## src/rtl/branch_pkg.sv

```systemverilog
// Shared constants for the EX-stage branch resolver: condition codes, flag bit
// positions and the exec-return state encoding.
package branch_pkg;

    localparam logic [3:0] COND_EQ     = 4'd0;
    localparam logic [3:0] COND_NE     = 4'd1;
    localparam logic [3:0] COND_GT     = 4'd2;
    localparam logic [3:0] COND_LT     = 4'd3;
    localparam logic [3:0] COND_GE     = 4'd4;
    localparam logic [3:0] COND_LE     = 4'd5;
    localparam logic [3:0] COND_OV     = 4'd6;
    localparam logic [3:0] COND_ALWAYS = 4'd7;

    localparam int FLAG_Z = 2;
    localparam int FLAG_V = 1;
    localparam int FLAG_N = 0;

    typedef enum logic [0:0] {
        IDLE       = 1'b0,
        EXEC_ARMED = 1'b1
    } exec_state_t;

endpackage

```

## src/rtl/branch_cond_eval.sv

```systemverilog
// Combinational evaluation of a 4-bit condition code against the Z/V/N flags
// of the previous instruction; reserved codes are never taken.
module branch_cond_eval
    import branch_pkg::*;
(
    input  logic [3:0] cond,
    input  logic [2:0] flags,
    output logic       cond_true
);

    logic z_s;
    logic v_s;
    logic n_s;

    assign z_s = flags[FLAG_Z];
    assign v_s = flags[FLAG_V];
    assign n_s = flags[FLAG_N];

    // Decode the condition code into a taken/not-taken decision.
    always_comb begin
        cond_true = 1'b0;
        case (cond)
            COND_EQ:     cond_true = z_s;
            COND_NE:     cond_true = ~z_s;
            COND_GT:     cond_true = ~z_s & ~n_s;
            COND_LT:     cond_true = n_s;
            COND_GE:     cond_true = z_s | ~n_s;
            COND_LE:     cond_true = n_s | z_s;
            COND_OV:     cond_true = v_s;
            COND_ALWAYS: cond_true = 1'b1;
            default:     cond_true = 1'b0;
        endcase
    end

endmodule

```

## src/rtl/branch_resolve_unit.sv

```systemverilog
// EX-stage control-flow resolver: same-cycle PC redirect, wrong-path squash
// counter and the exec excursion/return state machine.
module branch_resolve_unit
    import branch_pkg::*;
#(
    parameter int PC_W        = 16,
    parameter int FLUSH_DEPTH = 3,
    parameter int CNT_W       = $clog2(FLUSH_DEPTH + 1)
) (
    input  logic             clk,
    input  logic             rst,
    input  logic             valid_ex,
    input  logic             stall,
    input  logic             branch_ex,
    input  logic             jal_ex,
    input  logic             jr_ex,
    input  logic             exec_ex,
    input  logic [3:0]       cond_ex,
    input  logic [2:0]       flag_ex,
    input  logic [PC_W-1:0]  target_ex,
    input  logic [PC_W-1:0]  pc_plus1_ex,
    output logic             redirect,
    output logic [PC_W-1:0]  redirect_pc,
    output logic             put_pc_back,
    output logic             squash_alu,
    output logic             squash_lw,
    output logic             squash_sw,
    output logic             exec_pending,
    output logic [CNT_W-1:0] squash_cnt
);

    localparam logic [CNT_W-1:0] FLUSH_LOAD = CNT_W'(FLUSH_DEPTH);

    exec_state_t      state_r;
    logic [PC_W-1:0]  exec_ret_pc_r;
    logic [CNT_W-1:0] squash_cnt_r;
    logic             cond_true_s;
    logic             live_s;
    logic             take_s;
    logic             shadow_s;

    branch_cond_eval u_cond_eval (
        .cond      (cond_ex),
        .flags     (flag_ex),
        .cond_true (cond_true_s)
    );

    // rst gates liveness so nothing combinational escapes while in reset.
    assign live_s   = valid_ex & ~stall & (squash_cnt_r == {CNT_W{1'b0}}) & ~rst;
    assign take_s   = (branch_ex & cond_true_s) | jal_ex | jr_ex | exec_ex;
    assign shadow_s = valid_ex & (squash_cnt_r != {CNT_W{1'b0}});

    assign squash_alu   = shadow_s;
    assign squash_lw    = shadow_s;
    assign squash_sw    = shadow_s;
    assign squash_cnt   = squash_cnt_r;
    assign exec_pending = (state_r == EXEC_ARMED);

    // Same-cycle redirect decision; a pending exec return overrides the target's own control bits.
    always_comb begin
        redirect    = 1'b0;
        redirect_pc = {PC_W{1'b0}};
        put_pc_back = 1'b0;
        if (live_s) begin
            if (state_r == EXEC_ARMED) begin
                redirect    = 1'b1;
                redirect_pc = exec_ret_pc_r;
                put_pc_back = 1'b1;
            end else if (take_s && (target_ex != pc_plus1_ex)) begin
                redirect    = 1'b1;
                redirect_pc = target_ex;
                put_pc_back = 1'b0;
            end else begin
                redirect    = 1'b0;
                redirect_pc = {PC_W{1'b0}};
                put_pc_back = 1'b0;
            end
        end else begin
            redirect    = 1'b0;
            redirect_pc = {PC_W{1'b0}};
            put_pc_back = 1'b0;
        end
    end

    // Squash counter and exec state; both freeze while EX is stalled.
    always_ff @(posedge clk or posedge rst) begin
        if (rst) begin
            squash_cnt_r  <= {CNT_W{1'b0}};
            state_r       <= IDLE;
            exec_ret_pc_r <= {PC_W{1'b0}};
        end else if (!stall) begin
            if (redirect) begin
                squash_cnt_r <= FLUSH_LOAD;
            end else if (shadow_s) begin
                squash_cnt_r <= squash_cnt_r - {{(CNT_W-1){1'b0}}, 1'b1};
            end else begin
                squash_cnt_r <= squash_cnt_r;
            end
            case (state_r)
                IDLE: begin
                    if (live_s && exec_ex) begin
                        exec_ret_pc_r <= pc_plus1_ex;
                        state_r       <= EXEC_ARMED;
                    end else begin
                        state_r <= IDLE;
                    end
                end
                EXEC_ARMED: begin
                    if (live_s) begin
                        state_r <= IDLE;
                    end else begin
                        state_r <= EXEC_ARMED;
                    end
                end
                default: state_r <= IDLE;
            endcase
        end else begin
            squash_cnt_r  <= squash_cnt_r;
            state_r       <= state_r;
            exec_ret_pc_r <= exec_ret_pc_r;
        end
    end

endmodule

```

## config.mk

```make
export PLATFORM = sky130hd
export DESIGN_NAME = branch_resolve_unit
export DESIGN_NICKNAME = d
export VERILOG_FILES = /design/src/rtl/branch_pkg.sv /design/src/rtl/branch_cond_eval.sv /design/src/rtl/branch_resolve_unit.sv
export SDC_FILE = /design/constraint.sdc
export NUM_CORES = 1
export LEC_CHECK = 0
export CAP_MARGIN = 25
export CORE_MARGIN = 4
export CORE_UTILIZATION = 37
export CTS_CLUSTER_SIZE = 16
export DETAILED_ROUTE_END_ITERATION = 8
export DONT_BUFFER_PORTS = 1
export PLACE_DENSITY = 0.51
export SLEW_MARGIN = 20
export SYNTH_ARGS = -nofsm -noshare
export SYNTH_HDL_FRONTEND = slang
export SYNTH_SLANG_ARGS = --single-unit
```

## constraint.sdc

```tcl
create_clock -name clk -period 3.5 [get_ports clk]
set_input_delay 0.875 -clock clk [delete_from_list [all_inputs] [get_ports clk]]
set_output_delay 0.875 -clock clk [all_outputs]
set_load 0.05 [all_outputs]
```

==> impl_results.md <==
- TritonCTS Buffers: 3
- Routed WL: between 3 and 4 mm
- Setup crit end kind: output port
- H-tree levels: 1
- Hpwl dp: between 2 and 3 mm
- Final antenna-violating net count: 0
- Vias/cell: between 5 and 6
- Fmax: ~0.31 GHz
- Most frequent cells after synthesis: dfrtp_1 (19), xnor2_1 (18), a22o_1 (16), mux2_2 (16), inv_1 (6)
- Cells after synthesis: approximately 120
- Core area: 0.003363 sq mm
- Worst-path clk slew: between 100 and 150 ps
- Peak supply drop: around 250 uV
- I/O pin count: between 70 and 80
- DIE WIDTH: a little under 70 um
- Area added between synthesis and finish: 34.90%
- FF-to-FF path depth: 6
- Top cell type's share of synthesized area: around 36%
- RSZ-0062 raised after global routing: no
- Yosys cell types: 32
- Starting DRT DRC Count: 28
- Post-Layout Cell Count: 186
- Number of global-route vias before repair: 1088
- Min Tclk post-route: approximately 3300 ps
- Total GRT Usage: 14.69%
- Row Count: 21
- Setup TNS: 0 ps
- Core Util, Final: between 50 and 60%
- Synthesized flop and latch total: 19
- Post-cts resize count: 0
- Net Count, Synth: between 150 and 200
- Pre-antenna DRT Iters: 4
- Syn_area_per_cell: ~11 sq um
- RePlAce Congestion: ~0.79
- Critical Path RT: 2620 ps
- DR vias: between 1k and 1.5k
- Routed len/inst: ~17 um
- EDFF count, synth: 0
- Post-synth ARST share: 100.0%
- Sequential fraction of the synthesis area: ~36%
- CP Max Fanout: 16
- Die area: approximately 0.0045 sq mm
- Total global routing overflow: 0
- Max capacitance violation total: 0
- Initial Utilization: roughly 39%
- Hold_ws: a little under 500 ps
- Met3 routed WL: about 390 um
- Antenna cells: 0
- Ranking of synthesized cells by area: dfrtp_1 (36%), mux2_2 (14%), xnor2_1 (12%)
- Highest Signal Layer: met4
- Primary flip-flop cell chosen by synthesis mapping: dfrtp_1
- Actual slew at the worst max-slew pin: 721.1 ps
- Hold WC Path Type: in2async
- Met2 wire length: 1.545 mm
- Die height: a little under 70 um
- P_leak: approximately 0.00073 uW
- PortBufs: 0
- Min setup slack post-route: 237.9 ps
- Antenna violations before repair: 0
- Total Nets Final: about 190
- Clock Sinks: 19
- Most frequent cell after synthesis: dfrtp_1
- Slew Limit Fails: 0
- Longest Clk Path Bufs: 2
- CTS Hold Bufs: 0
- Pwr Density: roughly 490 mW/mm^2
- Pin count of the biggest net entering global routing: 20
- Layout cells sized above 1: ~44%
- CTS Root Cell: clkbuf_4
- M1 WL: 1.169 mm
- Fin crit share: about 93%
- Cells after DPL: around 180
- CTS tree: built
- Skew final: 7.286 ps
- Final setup violation count: 0
- Outcome: finished, final reports clean
- Skew-Pair Late Insertion Delay: between 200 and 300 ps
- Post-synth top area cell: dfrtp_1
- WS Path Type: in2out
- Critical path data arrival time: around 2400 ps
- CP Launch Type: primary input
- Place WS: roughly 220 ps
- Count of final hold-check violations: 0
- Max transition margin: about half
- First-pass GRT wire length: roughly 5.0 mm
- Drc violations: 0
- Mapped Area: between 0.001 and 0.0015 sq mm
- Postcts setup bufs: 0
- YS warnings: 0
[registers in the layout, indices dropped and copies added (netlist names)]
signal,flops
exec_pending,1
exec_ret_pc_r,16
squash_cnt,2
[final cells by class]
type	instances	area (sq um)
fill	319	1603
multi-input combinational	87	793.3
sequential	19	475.5
timing repair buffer	24	380.4
tap	46	57.56
inverter	6	26.28
clock buffer	3	22.52
clock inverter	1	5.005
[worst paths after layout]
check,startpoint,end,slack (ps)
max,pc_plus1_ex[13],redirect_pc[12],240
min,rst,exec_ret_pc_r[1],490
max reg2reg,squash_cnt[1],exec_ret_pc_r[2],1290
min reg2reg,exec_ret_pc_r[5],exec_ret_pc_r[5],520
max in group asynchronous,rst,squash_cnt[0],2810
min in group clk,exec_ret_pc_r[5],exec_ret_pc_r[5],520
[logic make-up (layout without fill, tap and decap cells)]
logic type,count (synthesis),in the layout,synth area share [%]
simple gates,29,29,17.07
compound gates,23,23,15.24
flops,19,19,36.43
xor+xnor,18,18,12.08
mux,16,16,13.81
buf+inv,11,34,4.409
fa+ha+maj,1,1,0.9586
[per-layer routing]
| layer | vias up | track usage [%] |
|---|---|---|
| met5 | - | 0 |
| met4 | 0 | 5.316 |
| met3 | 4 | 6.822 |
| met2 | 45 | 25.40 |
| met1 | 491 | 15.58 |
| li1 | 484 | - |
[critical path: stages]
cell and delay (ps):
xnor2_1 150, nand4_1 140, nor4_2 530, nor4b_4 70, buf_4 210, a22o_2 250, buf_12 150
[power by group]
group / total (uW) / switching [uW] / internal [uW] / leakage (uW)
sequential: 353 / 61.2 / 292 / 0.000249
clock: 109 / 66.8 / 42.5 / 0.0000177
combinational: 400 / 231 / 169 / 0.000461
total: 862 / 359 / 503 / 0.000727
[metrics by stage]
stage	instance area (sq um)	power, uW
floorplan	1321	656.0
global placement	1733	751.9
detailed placement	1733	762.0
CTS	1760	872.9
global route	1760	922.1
finish	1760	862.3
[layout by cell type, fill, tap and decap left out, types with 2 or more instances in the layout]
cell type | Yosys | layout
xnor2_1 | 18 | 18
clkbuf_4 | 0 | 3
o31ai_1 | 2 | 2
nand2_1 | 3 | 3
nor3_1 | 2 | 2
nor4bb_1 | 2 | 2
dfrtp_1 | 19 | 19
a22o_1 | 16 | 7
inv_1 | 6 | 5
buf_4 | 2 | 8
buf_12 | 0 | 16
nor2_1 | 4 | 3
nor3b_1 | 2 | 2
nand4b_1 | 2 | 2
or3_1 | 2 | 2
mux2_2 | 16 | 16
nand4_1 | 4 | 4
a22o_2 | 0 | 9
(Power assumes the default switching activity.)
==> variant 1: new RTL, same settings <==
Register the input `target_ex` before use, cleared by the reset. The logic sees it one clock later. The other inputs are not delayed to match.
--- a/src/rtl/branch_resolve_unit.sv
+++ b/src/rtl/branch_resolve_unit.sv
@@ -30,6 +30,16 @@
 );
 
     localparam logic [CNT_W-1:0] FLUSH_LOAD = CNT_W'(FLUSH_DEPTH);
+
+    logic [PC_W-1:0] target_ex_q;
+
+    always_ff @(posedge clk or posedge rst) begin
+        if (rst) begin
+            target_ex_q <= '0;
+        end else begin
+            target_ex_q <= target_ex;
+        end
+    end
 
     exec_state_t      state_r;
     logic [PC_W-1:0]  exec_ret_pc_r;
@@ -66,9 +76,9 @@
                 redirect    = 1'b1;
                 redirect_pc = exec_ret_pc_r;
                 put_pc_back = 1'b1;
-            end else if (take_s && (target_ex != pc_plus1_ex)) begin
+            end else if (take_s && (target_ex_q != pc_plus1_ex)) begin
                 redirect    = 1'b1;
-                redirect_pc = target_ex;
+                redirect_pc = target_ex_q;
                 put_pc_back = 1'b0;
             end else begin
                 redirect    = 1'b0;
Formal check against the unedited RTL: not equivalent (a bounded check fails within 4 cycles, from zero or initial values and one cycle with rst high).
==> variant 1 against the original RTL <==
  * Sequential power up 57%
  * Sequential cell count increased by 16
  * Total power rose by 31%
  * Design area grew 27%
  * Synthesized area up 31%
  * Hold slack better by 0.0083 ns
  * Setup slack worse by 0.12 ns
  * Die area increased by 27%
  * Routed wire length is 28% higher
  * Critical path type unchanged
  * Critical endpoint is now redirect_pc[8]
  * Largest cell class is now sequential cells
==> variant 1: results <==
metrics = {
    "drt": {
        "wl_um": 4000,
        "dr.pass1.iters": 2,
        "m1WireLength_um": 1450,
        "met2_length_um": 2100,
        "drt_iter0_markers": 39,
    },
    "finish": {
        "syn_to_final_growth_pct": 31.2,
        "nNetsFinal": 211,
        "final_layout_size_suffix_gt1_share_pct": 35.4,
        "multi_input_area_um2": 785,
        "n_fill_cell": 398,
        "clkbuf_count": 6,
        "regArea_um2": 876,
        "buffer_area_share_pct": 18.0,
    },
    "setup_path": {
        "crit_path_end": "redirect_pc[8]",
        "timing.rr.end": "exec_ret_pc_r[10]",
        "critPathSlowestCell": "nor4_1",
        "arrival_ns": 2.50,
        "max_stage_delay_ns": 0.47,
    },
    "global_route": {
        "grt_max_degree": 36,
        "grt_pass1_vias": 1344,
        "use_met2_pct": 25.3,
    },
    "status": {
        "outcome": "completed",
    },
    "synthesis": {
        "yosys-top-cells-count": "35 x dfrtp_1, 16 x a22o_1, 16 x xor2_1",
        "syn_nets": 183,
    },
    "place": {
        "dpl_cell_area_mm2": 0.00214,
        "dp_hpwl_um": 3090,
    },
    "cts": {
        "clock_sinks": 35,
        "clk_pin_slew_ns": 0.07,
    },
}
-- variant 1: cell count changes in the layout (fill, tap and decap cells not counted), sizes merged, moves of 2 or more --
cell | unedited run | this run
nand4 | 4 | 1
clkbuf | 3 | 6
o31ai | 2 | 0
dfrtp | 19 | 35
a21oi | 1 | 3
nor4 | 1 | 5
nor3 | 3 | 1
xor2 | 0 | 16
o211ai | 0 | 2
and4 | 0 | 2
xnor2 | 18 | 1
buf | 24 | 27
-- variant 1: report_power, final --
part,switching [mW],internal [mW],total [mW]
combinational,0.180,0.117,0.297
clock,0.143,0.139,0.282
sequential,0.0646,0.489,0.553
total,0.387,0.744,1.13
-- variant 1: cells by family (layout without fill, tap and decap cells) --
kind of cell               count (synthesis)  after routing  synth area share (%)
xor gates and xnor gates                  17             17                  8.71
DFF                                       35             35                  51.2
buffers and inverters                     13             42                  3.80
AOI/OAI and AO/OA                         28             28                  13.5
muxes                                     16             16                  10.5
and+or+nand+nor                           25             25                  11.5
adders and majority gates                  1              1                 0.731
==> variant 2: new RTL, config.mk and constraints unchanged <==
Made on the original files. `PC_W`: 16 -> 14.
--- a/src/rtl/branch_resolve_unit.sv
+++ b/src/rtl/branch_resolve_unit.sv
@@ -3,7 +3,7 @@
 module branch_resolve_unit
     import branch_pkg::*;
 #(
-    parameter int PC_W        = 16,
+    parameter int PC_W        = 14,
     parameter int FLUSH_DEPTH = 3,
     parameter int CNT_W       = $clog2(FLUSH_DEPTH + 1)
 ) (
Interface: changed (resized pc_plus1_ex, redirect_pc and target_ex); port bits go from 71 to 65. No check against the original RTL was run, so the function may have changed too.
==> variant 2 against the original RTL <==
  * Synthesized area decreased by 12%
  * Sequential cell count decreased by 2
  * Design area shrank 22%
  * Total power fell by 9.5%
  * Register-to-register slack improved by 0.08 ns
  * Setup slack worse by 0.068 ns
  * Critical path depth stayed put
  * Clock power shrank 4%
  * Sequential share of layout area increased by 4.0 points
  * Hold slack better by 0.017 ns
  * Routed wire length is 12% lower
  * Non-clock buffer count decreased by 10
  * Largest power group is now sequential cells
==> variant 2: results <==
metrics = {
    "drt": {
        "m1WireLength_um": 1110,
        "wl_per_cell_um": 18.4,
        "vias": 902,
        "drt-vias-per-instance": 6.05,
        "dr_wl_met3_um": 220,
        "met2_length_um": 1410,
        "dr.pass1.iters": 4,
        "drt_iter0_markers": 33,
    },
    "cts": {
        "post-cts-setup-buffers": 0,
        "cts_max_level": 1,
        "clk_pin_slew_ns": 0.10,
        "clockBufferDepth": 2,
        "clk-insertion-delay-late_ns": 0.29,
        "cts_buffers": 3,
    },
    "status": {
        "outcome": "completed",
    },
    "global_route": {
        "grt_usage_pct": 13.9,
        "grt_max_degree": 19,
        "grt-ovfl-total": 0,
        "grt_pass1_wl_um": 4440,
        "grt_pass1_vias": 979,
        "antenna_found_initial": 0,
    },
    "finish": {
        "antennaDiodeCount": 0,
        "final_layout_size_suffix_gt1_share_pct": 36.4,
        "n_fill_cell": 285,
        "regMostFlops": "exec_ret_pc_r",
        "nNetsFinal": 163,
        "largest_reg_flops": 14,
    },
    "synthesis": {
        "syn_inst": 105,
        "ys_warn_count": 0,
        "ys_top_cells_by_area": "dfrtp_1 37%, mux2_2 14%, a22o_1 11%",
        "yosysUniqueCellTypes": 33,
        "ys_seq_area_share_pct": 37.1,
        "yosys-top-cells-count": "17 x dfrtp_1, 14 x a22o_1, 14 x mux2_2, 14 x xnor2_1, 5 x inv_1",
        "synthArstFlopShare_pct": 100,
    },
    "sta": {
        "worstMarginPinSlew_ns": 0.733,
        "fin_skew_ns": 0.00377,
    },
    "setup_path": {
        "max_stage_delay_ns": 0.37,
        "critPathSlowestCell": "a211o_1",
        "ff2ff_path_depth": 5,
        "critPathTopFamily": "compound AO/OA/AOI/OAI gates",
        "worstPathMaxFanout": 14,
    },
    "pwr": {
        "vdd_drop_max_mv": 0.307,
        "p_leak_nw": 0.594,
    },
    "place": {
        "placed_cells": 145,
        "dp_hpwl_um": 2160,
        "routabilityCongestion": 0.768,
        "pre_cts_slack_ns": 0.133,
    },
    "worst_hold_path": {
        "hold_class": "in2async",
    },
}
## variant 2: per-stage QoR
stage	hold slack (ns)	cell area, um2	power, mW
after floorplan	0.480	1160	0.607
after global placement	0.488	1340	0.674
after detailed placement	0.494	1340	0.682
final	0.503	1370	0.780
after CTS	0.498	1370	0.791
after global routing	0.511	1370	0.832
## variant 2: path summary, 6_finish.rpt
kind	startpoint	end	slack, ns
hold / removal	rst	squash_cnt[1]	0.50
setup reg to reg	squash_cnt[0]	exec_ret_pc_r[2]	1.37
min in group clk	exec_ret_pc_r[9]	exec_ret_pc_r[9]	0.51
setup / recovery	cond_ex[0]	redirect_pc[1]	0.17
hold reg to reg	exec_ret_pc_r[9]	exec_ret_pc_r[9]	0.51
max in group asynchronous	rst	exec_ret_pc_r[6]	2.80
## variant 2: worst reg2reg max path, cell delays in order (launching register included)
cell     delay [ns]
dfrtp_1        0.39
inv_1          0.09
ha_1           0.31
and3_1         0.21
nand3_1        0.52
mux2_2         0.50
## variant 2: area by class of cell
cell class / count / area, um2 / share of cell area (%)
inverters: 5 / 18.8 / 1.37
clock buffers: 4 / 26.3 / 1.92
repair buffers: 14 / 171 / 12.5
well taps: 31 / 38.8 / 2.83
multi-input cells: 78 / 689 / 50.3
flip-flops and latches: 17 / 425 / 31.1
## variant 2: kinds of logic after synthesis
| kind of cell | after synthesis | synth area share (%) |
|---|---|---|
| buf+inv | 10 | 4.59 |
| flops | 17 | 37.1 |
| fa+ha+maj | 1 | 1.09 |
| compound gates | 28 | 21.2 |
| simple gates | 20 | 10.8 |
| mux | 14 | 13.8 |
| xor+xnor | 15 | 11.5 |
## variant 2: report_power, final
part | internal, mW | leakage (nW) | switching [mW]
logic | 0.133 | 0.355 | 0.199
registers | 0.278 | 0.224 | 0.0649
clock network | 0.0442 | 0.0150 | 0.0609
total | 0.456 | 0.594 | 0.324
## variant 2: per-layer routing
| layer | up-vias | GRT usage, % |
|---|---|---|
| met3 | 2 | 5.86 |
| met1 | 444 | 15.8 |
| met5 | - | 0 |
| met2 | 32 | 24.3 |
| met4 | 0 | 2.43 |
| li1 | 424 | - |
